[src/rtl/motor_pkg.sv]
// rtl/motor_pkg.sv - shared motor types: Hall code table, illegal codes, decoder state enum
package motor_pkg;

    // The two codes a healthy 120-degree Hall sensor set can never produce.
    localparam logic [2:0] HALL_CODE_ALL_LOW  = 3'b000;
    localparam logic [2:0] HALL_CODE_ALL_HIGH = 3'b111;

    localparam logic [2:0] SECTOR_LAST = 3'd5;

    typedef enum logic [1:0] {
        ST_INIT  = 2'd0,
        ST_RUN   = 2'd1,
        ST_FAULT = 2'd2
    } hall_state_e;

    // Hall code {a,b,c} to raw sector; illegal codes return 0 and are filtered with hall_code_legal.
    function automatic logic [2:0] hall_raw_sector(input logic [2:0] code);
        case (code)
            3'b101:  return 3'd0;
            3'b100:  return 3'd1;
            3'b110:  return 3'd2;
            3'b010:  return 3'd3;
            3'b011:  return 3'd4;
            3'b001:  return 3'd5;
            default: return 3'd0;
        endcase
    endfunction

    function automatic logic hall_code_legal(input logic [2:0] code);
        return (code != HALL_CODE_ALL_LOW) && (code != HALL_CODE_ALL_HIGH);
    endfunction

    function automatic logic [2:0] sector_inc(input logic [2:0] s);
        return (s == SECTOR_LAST) ? 3'd0 : s + 3'd1;
    endfunction

    function automatic logic [2:0] sector_dec(input logic [2:0] s);
        return (s == 3'd0) ? SECTOR_LAST : s - 3'd1;
    endfunction

    // Apply alignment offset and reverse shift; offsets 6 and 7 mean no offset. Max sum is 13, fits 4 bits.
    function automatic logic [2:0] sector_map(input logic [2:0] raw, input logic [2:0] off, input logic rev);
        logic [3:0] off_eff;
        logic [3:0] sum;
        off_eff = (off > SECTOR_LAST) ? 4'd0 : {1'b0, off};
        sum     = {1'b0, raw} + off_eff + (rev ? 4'd3 : 4'd0);
        if (sum >= 4'd12) begin
            sum = sum - 4'd12;
        end else if (sum >= 4'd6) begin
            sum = sum - 4'd6;
        end
        return sum[2:0];
    endfunction

endpackage

[src/rtl/hall_sync_debounce.sv]
// rtl/hall_sync_debounce.sv - 2-FF Hall synchronisers plus stable-count debounce with accept strobe
module hall_sync_debounce #(
    parameter int DEBOUNCE_CYCLES = 50
) (
    input  logic       clk,
    input  logic       reset_n,
    input  logic       hall_a_i,
    input  logic       hall_b_i,
    input  logic       hall_c_i,
    output logic [2:0] code_o,
    output logic       accept_o
);

    localparam logic [15:0] DB_LAST = 16'(DEBOUNCE_CYCLES);

    logic [2:0]  sync1_q;
    logic [2:0]  sync2_q;
    logic [2:0]  cand_q;
    logic [15:0] cnt_q;
    logic [15:0] cnt_d;
    logic        changed;
    logic        accept_d;

    // The count saturates at DB_LAST so a held code is accepted once; a change restarts it at 1
    // (the cycle of the change is the first stable cycle). With DEBOUNCE_CYCLES=1 the change itself accepts.
    always_comb begin
        changed  = (sync2_q != cand_q);
        cnt_d    = changed ? 16'd1 : ((cnt_q == DB_LAST) ? cnt_q : cnt_q + 16'd1);
        accept_d = (cnt_d == DB_LAST) && (changed || (cnt_q != DB_LAST));
    end

    // Synchroniser chain, candidate tracking and registered accept strobe/code.
    always_ff @(posedge clk or negedge reset_n) begin
        if (!reset_n) begin
            sync1_q  <= 3'b000;
            sync2_q  <= 3'b000;
            cand_q   <= 3'b000;
            cnt_q    <= 16'd0;
            code_o   <= 3'b000;
            accept_o <= 1'b0;
        end else begin
            sync1_q  <= {hall_a_i, hall_b_i, hall_c_i};
            sync2_q  <= sync1_q;
            cand_q   <= sync2_q;
            cnt_q    <= cnt_d;
            accept_o <= accept_d;
            if (accept_d) begin
                code_o <= sync2_q;
            end
        end
    end

endmodule

[src/rtl/hall_sector_decoder.sv]
// rtl/hall_sector_decoder.sv - Hall sensor to 6-step commutation sector decoder with period and stall detection
module hall_sector_decoder
    import motor_pkg::*;
#(
    parameter int CLK_HZ          = 100_000_000,
    parameter int DEBOUNCE_CYCLES = 50,
    parameter int STALL_CYCLES    = 10_000_000,
    parameter int PERIOD_W        = 24
) (
    input  logic                clk,
    input  logic                reset_n,
    input  logic                hall_a,
    input  logic                hall_b,
    input  logic                hall_c,
    input  logic                enable,
    input  logic                dir_cmd,
    input  logic [2:0]          sector_offset,
    input  logic                clear_fault,
    output logic [2:0]          sector_out,
    output logic                sector_valid,
    output logic                commut_pulse,
    output logic                dir_meas,
    output logic [PERIOD_W-1:0] period_cycles,
    output logic                period_valid,
    output logic                hall_fault,
    output logic                stall,
    output logic                fault_n_out
);

    localparam logic [PERIOD_W-1:0] STALL_LAST = PERIOD_W'(STALL_CYCLES - 1);

    if (CLK_HZ <= 0 || DEBOUNCE_CYCLES < 1 || DEBOUNCE_CYCLES > 65535) begin : g_bad_timing_params
        $error("hall_sector_decoder: CLK_HZ must be positive and DEBOUNCE_CYCLES within 1..65535");
    end
    if (STALL_CYCLES < 2 || (PERIOD_W < 32 && STALL_CYCLES > (2 ** PERIOD_W))) begin : g_bad_stall_params
        $error("hall_sector_decoder: STALL_CYCLES must be >= 2 and STALL_CYCLES-1 must fit in PERIOD_W bits");
    end

    logic [2:0]          code;
    logic                accept;
    hall_state_e         state_q;
    logic [2:0]          raw_q;
    logic [PERIOD_W-1:0] cnt_q;
    logic                seen_pulse_q;

    logic                legal;
    logic [2:0]          raw_new;
    logic                step_fwd;
    logic                step_rev;
    logic                bad_jump;
    logic [2:0]          sector_new;
    logic [2:0]          sector_cur;
    logic [PERIOD_W-1:0] cnt_inc;

    hall_sync_debounce #(
        .DEBOUNCE_CYCLES(DEBOUNCE_CYCLES)
    ) u_sync_debounce (
        .clk      (clk),
        .reset_n  (reset_n),
        .hall_a_i (hall_a),
        .hall_b_i (hall_b),
        .hall_c_i (hall_c),
        .code_o   (code),
        .accept_o (accept)
    );

    // Classify the freshly accepted code against the last sector; re-accepting the same sector is a no-op.
    always_comb begin
        legal      = hall_code_legal(code);
        raw_new    = hall_raw_sector(code);
        step_fwd   = legal && (raw_new == sector_inc(raw_q));
        step_rev   = legal && (raw_new == sector_dec(raw_q));
        bad_jump   = accept && (!legal || ((raw_new != raw_q) && !step_fwd && !step_rev));
        sector_new = sector_map(raw_new, sector_offset, dir_cmd);
        sector_cur = sector_map(raw_q, sector_offset, dir_cmd);
        cnt_inc    = (cnt_q == '1) ? cnt_q : cnt_q + 1'b1;
    end

    // Decoder FSM with registered outputs: acquisition, commutation tracking, period/stall and fault latch.
    always_ff @(posedge clk or negedge reset_n) begin
        if (!reset_n) begin
            state_q       <= ST_INIT;
            raw_q         <= 3'd0;
            cnt_q         <= '0;
            seen_pulse_q  <= 1'b0;
            sector_out    <= 3'd0;
            sector_valid  <= 1'b0;
            commut_pulse  <= 1'b0;
            dir_meas      <= 1'b0;
            period_cycles <= '0;
            period_valid  <= 1'b0;
            hall_fault    <= 1'b0;
            stall         <= 1'b0;
        end else begin
            commut_pulse <= 1'b0;
            case (state_q)
                ST_INIT: begin
                    if (enable && accept && legal) begin
                        state_q      <= ST_RUN;
                        raw_q        <= raw_new;
                        sector_out   <= sector_new;
                        sector_valid <= 1'b1;
                        cnt_q        <= '0;
                        seen_pulse_q <= 1'b0;
                        period_valid <= 1'b0;
                        stall        <= 1'b0;
                    end
                end
                ST_RUN: begin
                    if (!enable) begin
                        state_q      <= ST_INIT;
                        sector_valid <= 1'b0;
                        cnt_q        <= '0;
                        period_valid <= 1'b0;
                        stall        <= 1'b0;
                    end else if (accept && (step_fwd || step_rev)) begin
                        raw_q         <= raw_new;
                        sector_out    <= sector_new;
                        dir_meas      <= step_rev;
                        commut_pulse  <= 1'b1;
                        period_cycles <= cnt_inc;
                        cnt_q         <= '0;
                        seen_pulse_q  <= 1'b1;
                        // A period that spanned a stall is not a meaningful speed sample.
                        period_valid  <= seen_pulse_q && !stall;
                        stall         <= 1'b0;
                    end else if (bad_jump) begin
                        state_q      <= ST_FAULT;
                        hall_fault   <= 1'b1;
                        sector_valid <= 1'b0;
                        period_valid <= 1'b0;
                    end else begin
                        cnt_q <= cnt_inc;
                        if (cnt_inc == STALL_LAST) begin
                            stall        <= 1'b1;
                            period_valid <= 1'b0;
                        end
                        // Follow offset/direction changes unless stalled, where the sector is frozen.
                        if (!stall) begin
                            sector_out <= sector_cur;
                        end
                    end
                end
                ST_FAULT: begin
                    if (clear_fault) begin
                        state_q    <= ST_INIT;
                        hall_fault <= 1'b0;
                    end
                end
                default: begin
                    state_q <= ST_INIT;
                end
            endcase
        end
    end

    assign fault_n_out = ~(hall_fault | stall);

endmodule
[config.mk]
export PLATFORM = sky130hd
export DESIGN_NAME = hall_sector_decoder
export DESIGN_NICKNAME = d
export VERILOG_FILES = /design/src/rtl/motor_pkg.sv /design/src/rtl/hall_sync_debounce.sv /design/src/rtl/hall_sector_decoder.sv
export SDC_FILE = /design/constraint.sdc
export NUM_CORES = 1
export LEC_CHECK = 0
export ABC_AREA = 1
export BUFFER_PORTS_ARGS = -buffer_cell sky130_fd_sc_hd__buf_2
export CAP_MARGIN = 10
export CORE_UTILIZATION = 44
export CTS_BUF_LIST = sky130_fd_sc_hd__clkbuf_4
export DETAILED_ROUTE_END_ITERATION = 10
export MAX_ROUTING_LAYER = met4
export PLACE_DENSITY = 0.58
export SKIP_CTS_REPAIR_TIMING = 1
export SLEW_MARGIN = 5
export SYNTH_ARGS = -nofsm -noshare
export SYNTH_HDL_FRONTEND = slang
export SYNTH_HIERARCHICAL = 1
export SYNTH_SLANG_ARGS = --single-unit
[constraint.sdc]
create_clock -name clk -period 3.7 [get_ports clk]
set_clock_uncertainty 0.15 [all_clocks]
set_input_delay 0.185 -clock clk [delete_from_list [all_inputs] [get_ports clk]]
set_output_delay 0.185 -clock clk [all_outputs]
set_load 0.02 [all_outputs]
==> results.tsv <==
stage	metric	value	unit
global_routing	overflow	0	
run_status	status	finished clean	
sta	hold_violations	0	
min_path	min_path_type	primary input to flop	
global_routing	antenna_found_initial	0	
setup_path	required	3.97	ns
setup_path	cp_top_family	adder cells	
cts	cts-root-buf	clkbuf_4	
setup_path	cpMostUsedCell	nand2_1	
drt	finalWirelength	14.2	mm
cts	htreeDepth	3	
floorplan	initial_core_util	45.4	%
synth	synth_top_cell_by_area	dfrtp_1	
drt	dr.pass1.iters	5	
floorplan	num_rows	41	
cts	cts_sinks	92	
drt	vias_per_cell	5.00	
cts	path_clk_slew	0.14	ns
drt	detail_route.wl_per_cell	13.9	um
global_routing	grt_pass1_wl	23.6	mm
synth	avgSynthCellArea	7.29	sq um
sta	post-route-period-util	87.2	%
setup_path	cp_max_fo	7	
cts	cts_tree	built	
synth	synthDominantCellAreaShare	39.9	%
placed_design	place_congestion	0.948	
floorplan	io_pins	45	
synth	synth_seq_cells	92	
synth	synth-warning-count	6	
cts	insertion_delay	0.47	ns
synth	synth_fp_nets	819	
synth	async_reset_ff_share	100	%
floorplan	die_y	117	um
drt	num_vias	5095	
synth	synth_cell_types	35	
min_path	hold_start	sector_offset[0]	
final_layout	nets	870	
floorplan	die_x	117	um
global_routing	grt_max_degree	78	
cts	cts_max_path_buffers	2	
setup_path	cp_cell_sequence	nor2_1 -> nand2_1 -> nand2_1 -> nand2_1 -> fa_1 -> inv_1 -> ha_1 -> inv_1 -> fa_1 -> inv_1 -> ha_1 -> a221o_1 -> o21ai_0 -> nand2_1 -> a21oi_1 -> nand2_1 -> nand2_1	
drt	drc	0	
synth	synth.area.top_cells	dfrtp_1 40%, nand2_1 15%, inv_1 7.9%, nand3_1 6.0%, nor2_1 4.9%	
sta	slew_headroom	36.0	%
synth	synth_edf_count	0	
cts	cts_inserted_buffers	9	
power_and_ir_drop	p_per_area	292	nW/um^2
sta	worst_pin_slew	0.960	ns
global_routing	track_usage	23.3	%
synth	netlist_area	5780	sq um
setup_path	path_depth	17	
setup_path	critical_path.slowest_cell	fa_1	
final_layout	area_growth	10.2	%
placed_design	hpwl	10.8	mm
sta	max_freq	310	MHz
final_layout	diodes	0	
sta	totalNegativeSetupSlack	0	ns
min_path	whs_path_depth	6	
synth	syn_inst	792	
power_and_ir_drop	vdd_ir_drop_max	0.172	mV
final_layout	drive_gt1_share	13.8	%
power_and_ir_drop	p_leak	3.22	nW
setup_path	crit_arrival	3.50	ns
setup_path	path_buf_inv	3	
sta	slew_violations	0	
setup_path	path_class	flop to flop	
drt	drt_iter0_markers	301	
setup_path	crit_path_end_kind	flop	
final_layout	fin_util	50.0	%
drt	ant_nets	0	
setup_path	rr_worst_depth	17	
synth	synthTopCellsByCount	231 x nand2_1, 122 x inv_1, 92 x dfrtp_1, 76 x nor2_1, 69 x nand3_1	
setup_path	r2r_start	u_sync_debounce/code_o[0]$_DFFE_PN0P_	
synth	yosysMostFrequentCell	nand2_1	
synth	seq_area_frac_synth	39.9	%
run	cap_violations	0	
synth	synthFlopType	dfrtp_1	
setup_path	crit_start	u_sync_debounce/code_o[0]$_DFFE_PN0P_	
sta	rsz0062_at_grt	false	
setup_path	r2r_setup_slack	0.47	ns
sta	setup_violations	0	
placed_design	io_buffer_count	44	
sta	hold_slack	0.196	ns
floorplan	die-area	13600	sq um
setup_path	critPathLaunchType	flop	
floorplan	core-area	12700	sq um
setup_path	max_stage_delay	0.49	ns
sta	min_period	3.23	ns
global_routing	grt_pass1_vias	4760	
## state kept, by name, summed over array words and instances (netlist names), 2 cells and up
register,cells
cnt_q,24
u_sync_debounce/cnt_q,16
u_sync_debounce/code_o,3
u_sync_debounce/sync2_q,3
u_sync_debounce/cand_q,3
u_sync_debounce/sync1_q,3
period_cycles,24
sector_out,3
raw_q,3
state_q,2
## cell families after synthesis
| logic type | count (synthesis) | share of synthesized area, % |
|---|---|---|
| flip-flops | 92 | 39.9 |
| buffers and inverters | 142 | 10.1 |
| AO/OA/AOI/OAI | 84 | 8.90 |
| XOR/XNOR | 12 | 1.82 |
| AND/OR/NAND/NOR | 446 | 35.0 |
| adder cells (fa/ha/maj) | 16 | 4.25 |
## cells in the final DEF, fill, tap and decap left out, drive strengths merged
cell type / instances
nand2: 245
inv: 129
nor2: 97
dfrtp: 92
nand3: 70
o21ai: 48
buf: 47
nand4: 23
o22ai: 20
a21oi: 14
ha: 10
clkbuf: 9
xor2: 7
fa: 6
dlygate4sd3: 6
xnor2: 5
nor3: 4
nand3b: 3
bufinv: 3
or2: 3
clkinv: 3
a221o: 1
and3: 1
a32oi: 1
## per-layer routing
metal  up-vias  GRT usage [%]  routed length [um]
li1       2608              -                   -
met1      2365           33.3                7200
met2       108           34.2                6220
met3        14           3.32                 623
met4         0           7.00                 161
met5         -              -                   0
## cell type report
class                           count  area (sq um)
Tap cell                          172           215
Timing Repair Buffer               53           305
Clock inverter                      6           104
Inverter                          129           484
Clock buffer                        9          67.6
Sequential cell                    92          2300
Fill cell                        1298          6360
Multi-Input combinational cell    558          2890
## power breakdown
group	switching (W)	internal, W
registers	0.0000129	0.00102
logic	0.0000960	0.0000532
clock network	0.000342	0.000334
total	0.000451	0.00141
## metrics by stage
stage          total power (W)  instance area, sq um  std cells  setup WS, ns
2_1_floorplan          0.00115                  5780        792         0.697
3_3_place_gp           0.00119                  6130        998         0.555
3_5_place_dp           0.00120                  6130        998         0.511
4_1_cts                0.00189                  6310       1013         0.477
5_1_grt                0.00195                  6370       1019         0.180
6_report               0.00186                  6370       1019         0.475
## worst reg2reg max path: cells and delay by family, from the launching register on
family	cells	cell delay, ns
DFF	1	0.46
and+or+nand+nor	7	0.60
AOI/OAI and AO/OA	3	0.61
adders and majority gates	4	1.19
buffers and inverters	3	0.17
## path summary, 6_finish.rpt
kind                                                         to
hold reg to reg            u_sync_debounce/sync2_q[1]$_DFF_PN0_
hold / removal                        sector_out[0]$_DFFE_PN0P_
min in group asynchronous    u_sync_debounce/cnt_q[6]$_DFF_PN0_
max in group asynchronous                 cnt_q[15]$_DFFE_PN0P_
setup reg to reg                      sector_out[2]$_DFFE_PN0P_
setup / recovery                      sector_out[2]$_DFFE_PN0P_
Note: power is estimated with default switching activity, not from simulation.
